**config.mk**
```make
export PLATFORM = sky130hd
export DESIGN_NAME = mod_counter_ctrl
export DESIGN_NICKNAME = d
export VERILOG_FILES = /design/src/rtl/mod_counter_ctrl.sv
export SDC_FILE = /design/constraint.sdc
export NUM_CORES = 1
export LEC_CHECK = 0
export BUFFER_PORTS_ARGS = -buffer_cell sky130_fd_sc_hd__buf_2
export CAP_MARGIN = 20
export CORE_MARGIN = 1.5
export CORE_UTILIZATION = 35
export CTS_CLUSTER_SIZE = 25
export DETAILED_ROUTE_END_ITERATION = 8
export GPL_TIMING_DRIVEN = 0
export REMOVE_ABC_BUFFERS = 1
export SLEW_MARGIN = 20
export SYNTH_ARGS = -nofsm -noshare
export SYNTH_HDL_FRONTEND = slang
export SYNTH_SLANG_ARGS = --single-unit
```
**constraint.sdc**
```tcl
create_clock -name Clock -period 5 [get_ports Clock]
set_input_delay 0.75 -clock Clock [delete_from_list [all_inputs] [get_ports Clock]]
set_output_delay 0.75 -clock Clock [all_outputs]
set_load 0.005 [all_outputs]
```
**src/rtl/mod_counter_ctrl.sv**
```systemverilog
// mod_counter_ctrl: start/pause/resume/stop sequencing around a loadable mod-N counter
// that runs a programmable number of full wraps and then reports done.
// Optional feature: define MODCTRL_UPDOWN_EN to add a Down input for down-counting.
module mod_counter_ctrl #(
   parameter int unsigned WIDTH       = 3,
   parameter int unsigned DEFAULT_MOD = 5,
   parameter int unsigned REPS_W      = 4
) (
   input  logic              Clock,
   input  logic              Reset,
   input  logic              Start,
   input  logic              Stop,
   input  logic              Pause,
   input  logic              Load,
`ifdef MODCTRL_UPDOWN_EN
   input  logic              Down,
`endif
   input  logic [WIDTH-1:0]  ModIn,
   input  logic [REPS_W-1:0] RepsIn,
   output logic [WIDTH-1:0]  Count,
   output logic              Tc,
   output logic              Busy,
   output logic              Done,
   output logic [1:0]        State
);

   // Modulus needs one extra bit so DEFAULT_MOD may equal 2^WIDTH.
   localparam int unsigned MW = WIDTH + 1;

   typedef enum logic [1:0] {
      StIdle  = 2'b00,
      StRun   = 2'b01,
      StPause = 2'b10,
      StDone  = 2'b11
   } state_e;

   state_e            state_q, state_d;
   logic [WIDTH-1:0]  count_q, count_d;
   logic [MW-1:0]     mod_q, mod_d;
   logic [REPS_W-1:0] reps_q, reps_d;
   logic [REPS_W-1:0] left_q, left_d;

   logic              down;
   logic [MW-1:0]     mod_m1;
   logic [WIDTH-1:0]  top;
   logic              at_wrap;

`ifdef MODCTRL_UPDOWN_EN
   assign down = Down;
`else
   assign down = 1'b0;
`endif

   assign mod_m1  = mod_q - MW'(1);
   assign top     = mod_m1[WIDTH-1:0];
   // Wrap point is the last value in the current counting direction.
   assign at_wrap = down ? (count_q == '0) : ({1'b0, count_q} == mod_m1);

   // State and datapath registers, async active-high reset.
   always_ff @(posedge Clock or posedge Reset) begin
      if (Reset) begin
         state_q <= StIdle;
         count_q <= '0;
         mod_q   <= MW'(DEFAULT_MOD);
         reps_q  <= '0;
         left_q  <= '0;
      end else begin
         state_q <= state_d;
         count_q <= count_d;
         mod_q   <= mod_d;
         reps_q  <= reps_d;
         left_q  <= left_d;
      end
   end

   // Next-state and counter update; priority Stop > Start > Pause > Load.
   always_comb begin
      state_d = state_q;
      count_d = count_q;
      mod_d   = mod_q;
      reps_d  = reps_q;
      left_d  = left_q;
      if (Stop) begin
         state_d = StIdle;
         count_d = '0;
      end else begin
         unique case (state_q)
            StIdle, StDone: begin
               if (Start) begin
                  state_d = StRun;
                  left_d  = reps_q;
                  count_d = down ? top : '0;
               end else if (Load) begin
                  // Moduli below 2 are meaningless, clamp them.
                  mod_d  = ({1'b0, ModIn} < MW'(2)) ? MW'(2) : {1'b0, ModIn};
                  reps_d = RepsIn;
               end
            end
            StRun: begin
               if (Pause) begin
                  state_d = StPause;
               end else begin
                  if (at_wrap) begin
                     count_d = down ? top : '0;
                  end else if (down) begin
                     count_d = count_q - WIDTH'(1);
                  end else begin
                     count_d = count_q + WIDTH'(1);
                  end
                  // reps_q == 0 means free-running: no decrement, never done.
                  if (at_wrap && (reps_q != '0)) begin
                     left_d = left_q - REPS_W'(1);
                     if (left_q == REPS_W'(1)) begin
                        state_d = StDone;
                        count_d = '0;
                     end
                  end
               end
            end
            StPause: begin
               if (Start) begin
                  state_d = StRun;
               end
            end
            default: begin
               state_d = StIdle;
            end
         endcase
      end
   end

   // Output decodes, purely from registered state.
   always_comb begin
      Count = count_q;
      Tc    = (state_q == StRun) && at_wrap;
      Busy  = (state_q == StRun) || (state_q == StPause);
      Done  = (state_q == StDone);
      State = state_q;
   end

endmodule

```
==> qor.txt <==
core area: 2710 um^2
CP startpoint kind: flip-flop
Max Fclk: 390.8 MHz
Unique masters post-synth: 39
antenna-violating nets left: 0
CP max FO: 12
GPL Wtd Cong: 0.7674
most used flip-flop cell after synthesis: dfrtp_1
status: finished clean
Simple-Gate Fraction of Synth Area: 18.58%
setup_tns: 0 ps
number of global-route vias before repair: 770
Residual DRC: 0
Pins Over Slew Limit: 0
Leakage: 0.5550 nW
CP Class: flip-flop to output pin
EDFF count, synth: 0
Synth Area in XOR/XNOR: 3.181%
most frequent cell after synthesis: dfrtp_1
TritonCTS Sinks: 16
share of the yosys chip area belonging to registers: 40.97%
filler cell count: 290
worst path arrival time: 1810 ps
post_cts resized: 0
share of cells above drive strength 1: 32.77%
HPWL after detailed placement: 1.517 mm
Post-Syn Area: 983.4 um^2
Num CTS Buffers: 3
post-synthesis compound-gate area fraction: 16.92%
Post-CTS Hold Buffers: 0
DR WL/cell: 13.21 um
clock transition at the registers of the reported paths: 100 ps
Slew @ Worst Pin: 806.8 ps
Yosys reg bits: 16
Yosys warning count: 0
class of the worst hold path: input pin to asynchronous set/reset pin
pwr/cell area: 370.3 nW/um^2
Clock Path Buffers: 2
ANT cells: 0
Worst VDD drop: 0.0002182 V
skew final: 5.229 ps
fin crit share: 51.17%
async set or reset register ratio after synthesis: 100.0%
Final Hold Fails: 0
max-cap violations: 0
area share of the largest cell type after synthesis: 35.62%
first-pass GRT wire length: 3.450 mm
slew margin rel.: 46.07%
Initial DRT Pass Iterations: 4
via count: 770
cells after synthesis: 96
Clk Latency, worst-skew pair: 290 ps
# setup viols final: 0
post-route minimum period: 2559 ps
initial antenna violation count: 0
unrepaired setup endpoints after global routing: false
H-tree levels: 1
initial detailed-routing violation count: 28
post-synthesis adder-cell area fraction: 7.634%
GRT Residual Overflow: 0
die area: 3137 um^2
overall routed net length: 1.981 mm
number of I/O pins: 21
mux cell area share after synthesis: 8.906%
FP Rows: 19
Setup crit end kind: output pin
largest net degree at the start of global routing: 17
syn_area_per_cell: 10.24 um^2
area growth from synthesis to layout: 17.43%
Area after DPL: 1119 um^2
global-route usage over all layers: 14.18%
synth cell count leaders: dfrtp_1 (14), inv_1 (9), ha_1 (6), mux2_2 (6)
Avg Vias per Cell: 5.133
Die Y: 56.01 um
Die Span X: 56.01 um
Layout Nets: 139
Post-CTS Setup Inserts: 0
root buffer cell: clkbuf_4
Yosys top cell by area: dfrtp_1
worst endpoint required time: 4250 ps
largest cells by area after synthesis: dfrtp_1 (36%), ha_1 (7.6%), mux2_2 (6.9%)
main combinational cell family by area after synthesis: simple AND/OR/NAND/NOR gates
final non-filler cell area: 1155 um^2
CTS tree: done
Port Buffers: 20
initial core utilization: 36.29%
## stage by stage
| stage | worst slack (ps) | std cells | total power [mW] | hold slack [ps] | utilization, % |
|---|---|---|---|---|---|
| 2_1_floorplan | 2965 | 95 | 0.3070 | 493.9 | - |
| 3_3_place_gp | 2761 | 146 | 0.3404 | 516.4 | 41.27 |
| 3_5_place_dp | 2751 | 146 | 0.3447 | 518.9 | 41.27 |
| 4_1_cts | 2412 | 150 | 0.4337 | 533.4 | 42.61 |
| 5_1_grt | 2282 | 150 | 0.4626 | 572.3 | 42.61 |
| 6_report | 2441 | 150 | 0.4277 | 523.0 | 42.61 |
## critical path, cell delays in order (launching register included)
cell and delay, ps:
dfrtp_1 430, inv_1 70, ha_1 400, inv_1 240, nor3_1 230, buf_2 140
## cell families after synthesis
group | Yosys count
flops | 16
xor+xnor | 2
simple gates | 30
mux | 8
fa+ha+maj | 6
buf+inv | 10
compound gates | 24
## cells in the final DEF, fill, tap and decap left out, types with 3 or more instances in the layout
master | Yosys | final
a21oi_1 | 5 | 5
buf_2 | 0 | 20
clkbuf_4 | 0 | 3
dfrtp_1 | 14 | 14
ha_1 | 6 | 6
inv_1 | 9 | 9
mux2_2 | 6 | 6
nand2_1 | 4 | 4
nor2_1 | 5 | 5
nor3_1 | 4 | 4
o21ai_0 | 5 | 5
## sequential cells by signal, summed over array words and instances (netlist names)
signal  cells
State       2
Count       3
left_q      4
mod_q       3
reps_q      4
## final timing paths
kind / from / to / slack, ps / cells past startpoint
max: State[1] / Tc / 2440 / 5
min: Reset / left_q[0] / 520 / 2
max reg2reg: State[1] / left_q[3] / 2890 / 7
min reg2reg: mod_q[0] / mod_q[0] / 530 / 2
max in group asynchronous: Reset / left_q[1] / 4070 / 2
min in group Clock: mod_q[0] / mod_q[0] / 530 / 2
## final cells by class
type / instances / area [um^2] / share of cell area [%]
inverters: 9 / 33.78 / 2.925
repair buffers: 20 / 100.1 / 8.667
multi-input cells: 70 / 543.0 / 47.02
well taps: 31 / 38.79 / 3.359
clock buffers: 4 / 36.28 / 3.142
flip-flops and latches: 16 / 402.9 / 34.89
## power breakdown
| group | internal (mW) | switching, mW |
|---|---|---|
| registers | 0.165 | 0.0288 |
| clock network | 0.0444 | 0.0418 |
| logic | 0.0708 | 0.0774 |
## routing by layer
metal	GRT usage [%]	vias up	part of all wire, %
met4	3.061	0	1.2
met2	21.85	16	42
met1	19.15	353	52
met3	5.116	2	4.4
li1	-	399	-
met5	0	-	0
Note: power is estimated with default switching activity, not from simulation.
